## src/rtl/machine_irq_ctrl.sv

```systemverilog
// machine_irq_ctrl: machine-mode timer/software/external interrupt source with held request to trap entry
module machine_irq_ctrl #(
    parameter int unsigned TICK_DIV     = 16,
    parameter logic [63:0] MTIMECMP_RST = 64'hFFFF_FFFF_FFFF_FFFF,
    parameter int unsigned GUARD        = 3
) (
    input  logic        clk,
    input  logic        rst,
    input  logic        bus_en,
    input  logic        bus_we,
    input  logic [4:0]  bus_addr,
    input  logic [31:0] bus_wdata,
    output logic [31:0] bus_rdata,
    output logic        bus_err,
    input  logic        ext_irq,
    input  logic        mstatus_mie,
    input  logic [31:0] mie,
    output logic [31:0] mip,
    output logic        irq_req,
    output logic [4:0]  irq_cause,
    input  logic        irq_ack
);
    localparam int PW = TICK_DIV > 1 ? $clog2(TICK_DIV) : 1;
    localparam int GW = GUARD > 0 ? $clog2(GUARD + 1) : 1;

    typedef enum logic [1:0] {IDLE, REQ, GUARD_WAIT} state_t;

    state_t        state, state_nxt;
    logic [63:0]   mtime, mtimecmp;
    logic          msip;
    logic [PW-1:0] presc;
    logic [1:0]    sync;
    logic [GW-1:0] guard, guard_nxt;
    logic [4:0]    cause_nxt;
    logic [31:0]   rd_val, en;
    logic          tick, mtip, meip, wr, rd;

    assign bus_err = bus_en & ((bus_addr > 5'h10) | (bus_addr[1:0] != 2'b00));
    assign wr      = bus_en & bus_we & ~bus_err;
    assign rd      = bus_en & ~bus_we & ~bus_err;
    assign tick    = presc == PW'(TICK_DIV - 1);
    assign mtip    = mtime >= mtimecmp;
    assign meip    = sync[1];
    assign mip     = {20'b0, meip, 3'b0, mtip, 3'b0, msip, 3'b0};
    assign en      = mip & mie & {32{mstatus_mie}};
    assign irq_req = state == REQ;

    // read mux over the five mapped words
    always_comb begin
        rd_val = bus_addr == 5'h00 ? {31'b0, msip} :
                 bus_addr == 5'h04 ? mtimecmp[31:0] :
                 bus_addr == 5'h08 ? mtimecmp[63:32] :
                 bus_addr == 5'h0C ? mtime[31:0] : mtime[63:32];
    end

    // prescaler, mtime (a write to either half beats a tick in the same cycle), synchroniser
    always_ff @(posedge clk) begin
        if (rst) begin
            presc <= '0;
            mtime <= '0;
            sync  <= '0;
        end else begin
            presc <= tick ? '0 : presc + PW'(1);
            mtime <= (wr && bus_addr == 5'h0C) ? {mtime[63:32], bus_wdata} :
                     (wr && bus_addr == 5'h10) ? {bus_wdata, mtime[31:0]} :
                     tick ? mtime + 64'd1 : mtime;
            sync  <= {sync[0], ext_irq};
        end
    end

    // software-visible registers and registered read data
    always_ff @(posedge clk) begin
        if (rst) begin
            mtimecmp  <= MTIMECMP_RST;
            msip      <= 1'b0;
            bus_rdata <= '0;
        end else begin
            mtimecmp  <= (wr && bus_addr == 5'h04) ? {mtimecmp[63:32], bus_wdata} :
                         (wr && bus_addr == 5'h08) ? {bus_wdata, mtimecmp[31:0]} : mtimecmp;
            msip      <= (wr && bus_addr == 5'h00) ? bus_wdata[0] : msip;
            bus_rdata <= rd ? rd_val : '0;
        end
    end

    // request FSM state, frozen cause and guard counter
    always_ff @(posedge clk) begin
        if (rst) begin
            state     <= IDLE;
            irq_cause <= '0;
            guard     <= '0;
        end else begin
            state     <= state_nxt;
            irq_cause <= cause_nxt;
            guard     <= guard_nxt;
        end
    end

    // arbitration in IDLE only; ack beats withdrawal; guard leaves as it reaches zero
    always_comb begin
        state_nxt = state;
        cause_nxt = irq_cause;
        guard_nxt = guard;
        unique case (state)
            IDLE: begin
                if (en != 32'b0) begin
                    state_nxt = REQ;
                    cause_nxt = en[11] ? 5'd11 : en[3] ? 5'd3 : 5'd7;
                end
            end
            REQ: begin
                if (irq_ack) begin
                    state_nxt = GUARD_WAIT;
                    guard_nxt = GW'(GUARD);
                end else if (!en[irq_cause]) begin
                    state_nxt = IDLE;
                end
            end
            GUARD_WAIT: begin
                guard_nxt = guard == '0 ? '0 : guard - GW'(1);
                state_nxt = guard <= GW'(1) ? IDLE : GUARD_WAIT;
            end
            default: state_nxt = IDLE;
        endcase
    end
endmodule

```

## config.mk

```make
export PLATFORM = sky130hd
export DESIGN_NAME = machine_irq_ctrl
export DESIGN_NICKNAME = d
export VERILOG_FILES = /design/src/rtl/machine_irq_ctrl.sv
export SDC_FILE = /design/constraint.sdc
export NUM_CORES = 1
export LEC_CHECK = 0
export BUFFER_PORTS_ARGS = -buffer_cell sky130_fd_sc_hd__buf_4
export CORE_MARGIN = 3
export CORE_UTILIZATION = 60
export CTS_CLUSTER_DIAMETER = 50
export DETAILED_ROUTE_END_ITERATION = 10
export HOLD_SLACK_MARGIN = 0.08
export PLACE_DENSITY = 0.79
export SLEW_MARGIN = 20
export SYNTH_ARGS = -nofsm -noshare
export SYNTH_HDL_FRONTEND = slang
export SYNTH_SLANG_ARGS = --single-unit
```

## constraint.sdc

```tcl
create_clock -name clk -period 4.6 [get_ports clk]
set_input_delay 0.92 -clock clk [delete_from_list [all_inputs] [get_ports clk]]
set_output_delay 0.92 -clock clk [all_outputs]
set_load 0.05 [all_outputs]
```

# Word level (Yosys, flattened, before mapping)
# Cells that the tools add are included.
[op_classes]
n_addsub = 3
n_lt_le_gt_ge = 4
eq_ne = 11
muxes = 20
n_bitwise = 13
reduce_logical = 22
[ops]
columns = ["op", "count"]
rows = [
  ["two-way mux 32 bit", 5],
  ["two-way mux 64 bit", 2],
  ["adder 64 x 1 -> 64 bit (second input constant)", 1],
  [">= comparator 64 bit", 1],
  ["AND 12 x 32 -> 32 bit", 1],
  ["AND 32 bit", 1],
  ["nonzero test 32 bit", 1],
  ["two-way mux 2 bit", 6],
  ["AND reduction 2 bit", 6],
  ["equality test 5 x 4 -> 1 bit (second input constant)", 2],
  ["nonzero test 2 bit", 4],
  ["< comparator 5 x 6 -> 1 bit (second input constant)", 1],
  ["one-hot mux 2 bit (3 select lines)", 1],
  ["AND 1 bit", 5],
  ["binary-select mux 1 bit (select 5 bit)", 1],
  ["equality test 5 x 3 -> 1 bit (second input constant)", 1],
  ["equality test 5 bit (second input constant)", 1],
  ["> comparator 5 bit (second input constant)", 1],
  ["logical AND 1 bit", 5],
  ["zero test 5 bit", 1],
  ["inverter 1 bit", 5],
  ["adder 4 x 1 -> 4 bit (second input constant)", 1],
  ["equality test 4 bit (second input constant)", 1],
  ["zero test 2 bit", 2],
  ["other kinds (14)", 17],
]
[totals]
reg_bits = 176
input_bits = 76
out_inout_bits = 71
word_cells = 85

# Logic depth before layout (Yosys ltp)
[depth]
word_depth = 8
mapped_depth = 9
ltp_nobuf = 9

# Least setup slack after synthesis
# Ideal clock, no wire load.
[synth_timing]
path_kind = "register -> output"
start = "register mtime[27]"
end = "output mip[7]"
t_arrival_ns = 2.330
t_required_ns = 3.680
path_slack_ns = 1.350
stages_incl_launch_ff = 9
path_buffers = 1
cell_sequence = "dfxtp_1 > ha_1 > a21oi_1 > o21ai_1 > a221o_1 > a2111o_1 > a211o_1 > or2_2 > buf_4"
[synth_between]
elab_chain_len = 1
[synth_lines]
columns = ["element", "line", "source"]
rows = [
  ["start: declaration", "29", "logic [63:0] mtime, mtimecmp;"],
  ["start signal: assignment", "64", "mtime <= (wr && bus_addr == 5'h0C) ? {mtime[63:32], bus_wdata} :"],
  [">= comparator 64 bit", "42", "assign mtip = mtime >= mtimecmp;"],
  ["end: declaration", "18", "output logic [31:0] mip,"],
]
# No other way between the ends.

# Worst setup path in the final report
# Same ends and word-level chain as after synthesis.

==> flow_summary.rst <==
.. list-table::
   :header-rows: 1

   * - Metric
     - Value
   * - Detailed Route Iter0 Violations
     - ~1100
   * - Required time of the critical path
     - between 3 and 4 ns
   * - Area occupied by multi-input gates
     - between 6000 and 7000 um^2
   * - Synth cell types
     - 74
   * - Tightest Hold Check Type
     - reg -> reg
   * - Via density
     - around 6.3
   * - Num Clock Sinks
     - roughly 170
   * - Std-Cell Rows
     - 47
   * - Average cell area after synthesis
     - 7.78 um^2
   * - Core ar.
     - roughly 17000 um^2
   * - Detailed-route via count
     - 10200
   * - Sort of element at the start of the critical path
     - register
   * - Vias in the first global route
     - just over 9000
   * - Reg-to-reg critical path startpoint
     - mtime[59]
   * - Number of gates resized after cts
     - 0
   * - Peak fanout along the critical path
     - 9
   * - Crit path to
     - mip[7]
   * - Clock skew
     - 0.00712 ns
   * - Antenna diode count
     - 0
   * - RePlAce Congestion
     - between 0.8 and 0.9
   * - Boundary Pins
     - around 150
   * - Reg-to-Reg End
     - irq_cause[3]
   * - Number of routed nets with antenna violations
     - 0
   * - Die extent in y
     - approximately 140 um
   * - Area of all sequential standard cells
     - 3480 um^2
   * - Total overflow reported by the global router
     - 0
   * - Register bit total from synthesis
     - ~170
   * - Clock tree from TritonCTS
     - yes
   * - GR Util All Layers
     - 0.310
   * - Share of synthesized area occupied by flip-flops and latches
     - 0.334
   * - Fmax
     - approximately 240 MHz
   * - Main flop type after synthesis
     - sky130_fd_sc_hd__dfxtp_1
   * - Clock Root Buffer
     - sky130_fd_sc_hd__clkbuf_16
   * - Reg-to-reg slack, setup
     - between 1.5 and 2 ns
   * - Source of the critical timing path
     - mtime[27]
   * - Routed wire length per instance
     - about 18 um
   * - PortBufs
     - between 80 and 90
   * - Critical path capture point type
     - output pin
   * - Number of maximum-capacitance violations
     - 0
   * - RSZ-0062 raised after global routing
     - no
   * - Post-Synthesis Cells
     - around 1300
   * - Post-CTS repair timing setup buffer count
     - 0
   * - Largest voltage drop on the vdd net
     - 0.000253 V
   * - Die Wd
     - approximately 140 um
   * - Wire length of the first global-routing pass
     - about 47000 um
   * - Power after layout
     - around 3.1 mW
   * - Die footprint
     - roughly 19000 um^2
   * - Fraction of layout instances using a drive strength above 1
     - 0.117
   * - Number of antenna violations at the first check in global routing
     - 0
   * - Count of final hold-check violations
     - 0
   * - Later-pin clock latency in the skew report
     - between 0.4 and 0.5 ns
   * - P per Cell Area
     - roughly 270 nW/um^2
   * - H-tree depth
     - 4
   * - Number of buffers inserted during clock tree synthesis
     - 17
   * - Status
     - complete, no violations
   * - Startpoint of the tightest hold check path
     - sync[0]
   * - Fill cell instance count of the final layout
     - around 1400
   * - Final worst-path cycle share
     - 0.897
   * - Depth of the worst register-to-register path
     - 10
   * - Final number of setup-violating endpoints
     - 0
   * - Data arrival, critical path
     - 3.21 ns
   * - Netlist area before placement
     - 10400 um^2
   * - Synth Warn #
     - 0
   * - Post-detailed-route DRC marker count
     - 0
   * - Type of the setup path with the least slack
     - reg -> out
   * - Max-slew violations
     - 0
   * - Clock transition at path regs
     - 0.06 ns
   * - CTS max path bufs
     - 2
   * - Static leakage
     - between 5 and 6 nW
   * - Syn-to-layout area delta
     - 11.7%
   * - CTS Hold Buffers Added
     - 0
   * - Async SR Flop Fraction
     - 0
   * - Final min period
     - slightly above 4 ns
   * - Worst rel slew slack
     - 0.349
   * - Initial standard-cell utilization of the core
     - 0.620
   * - Leading cell type in the layout, fill and taps excluded
     - sky130_fd_sc_hd__dfxtp_1
   * - Maximum number of pins on one net before global-route repair
     - between 70 and 80
   * - Pre-antenna DRT Iters
     - 6
   * - Total Neg Setup Slack
     - 0 ns
   * - Most frequent cells in the layout
     - sky130_fd_sc_hd__dfxtp_1 (174), sky130_fd_sc_hd__nor2_1 (149), sky130_fd_sc_hd__nand2_1 (135), sky130_fd_sc_hd__a21oi_1 (123), sky130_fd_sc_hd__buf_4 (108)
   * - Number of enable flip-flop cells after synthesis
     - 0
   * - Final WL
     - roughly 29000 um
   * - Detailed placement HPWL
     - a little over 20000 um
   * - Layout net count
     - between 1500 and 2000
   * - Worst-Margin Slew
     - 0.975 ns
==> stage by stage <==
stage | cells | hold WS, ns | area (um^2) | setup WS, ns | utilization
6_report | 1608 | 0.458 | 11600 | 0.473 | 0.692
5_1_grt | 1608 | 0.466 | 11600 | 0.408 | 0.692
4_1_cts | 1608 | 0.464 | 11600 | 0.508 | 0.692
3_5_place_dp | 1578 | 0.456 | 11100 | 0.958 | 0.658
3_3_place_gp | 1578 | 0.424 | 11100 | 0.998 | 0.658
2_1_floorplan | 1369 | 0.414 | 10500 | 1.35 | -
==> cells in the mapped netlist, types with 33 or more instances <==
cell type	count	area, um^2
sky130_fd_sc_hd__dfxtp_1	174	3480
sky130_fd_sc_hd__nor2_1	151	567
sky130_fd_sc_hd__nand2_1	135	507
sky130_fd_sc_hd__a21oi_1	124	621
sky130_fd_sc_hd__inv_1	74	278
sky130_fd_sc_hd__ha_1	66	826
sky130_fd_sc_hd__o211ai_1	64	480
sky130_fd_sc_hd__clkbuf_1	53	199
sky130_fd_sc_hd__a211oi_1	47	353
sky130_fd_sc_hd__nand4_1	38	238
sky130_fd_sc_hd__buf_4	37	278
sky130_fd_sc_hd__nand3_1	37	185
sky130_fd_sc_hd__mux2i_1	33	330
==> worst min path at each step <==
stage | endpoint | slack (ns) | cells after the start
floorplan | sync[1] | 0.41 | 1
global placement | sync[1] | 0.42 | 1
detailed placement | sync[1] | 0.46 | 1
CTS | sync[1] | 0.46 | 1
global route | sync[1] | 0.47 | 1
finish | sync[1] | 0.46 | 1
==> cells by family after synthesis <==
| group | synth area share |
|---|---|
| AOI/OAI and AO/OA | 0.247 |
| buffers and inverters | 0.0861 |
| adders and majority gates | 0.0793 |
| xor gates and xnor gates | 0.00672 |
| and+or+nand+nor | 0.212 |
| DFF | 0.334 |
| other | 0.000360 |
| muxes | 0.0339 |
==> registers in the layout, indices dropped and copies added, names as in the netlist <==
register / count
irq_cause: 3
sync: 2
mtime: 64
presc: 4
msip: 1
state: 2
guard: 2
bus_rdata: 32
mtimecmp: 64
==> layer usage <==
metal	GRT usage	routed length, um	vias up
li1	-	-	4873
met1	0.410	12600	4792
met2	0.516	13800	457
met3	0.0482	2310	60
met4	0.107	642	0
met5	0	0	-
==> power by group <==
part / internal (mW) / switching (mW)
Clock: 0.834 / 0.592
Sequential: 1.51 / 0.00456
Combinational: 0.0488 / 0.140
==> critical path: stages, from the launching register on <==
cell	delay, ns
sky130_fd_sc_hd__dfxtp_1	0.50
sky130_fd_sc_hd__ha_1	0.31
sky130_fd_sc_hd__a21oi_1	0.12
sky130_fd_sc_hd__o21ai_1	0.12
sky130_fd_sc_hd__a221o_1	0.42
sky130_fd_sc_hd__a2111o_1	0.42
sky130_fd_sc_hd__a211o_1	0.37
sky130_fd_sc_hd__or2_2	0.32
sky130_fd_sc_hd__buf_4	0.19
==> area by class of cell <==
class,instances,area share
Clock inverter,7,0.00752
Clock buffer,23,0.0411
Sequential cell,174,0.299
Timing Repair Buffer,110,0.0731
Tap cell,220,0.0236
Multi-Input combinational cell,999,0.531
Inverter,75,0.0242
Power figures use the tool's default switching activity.
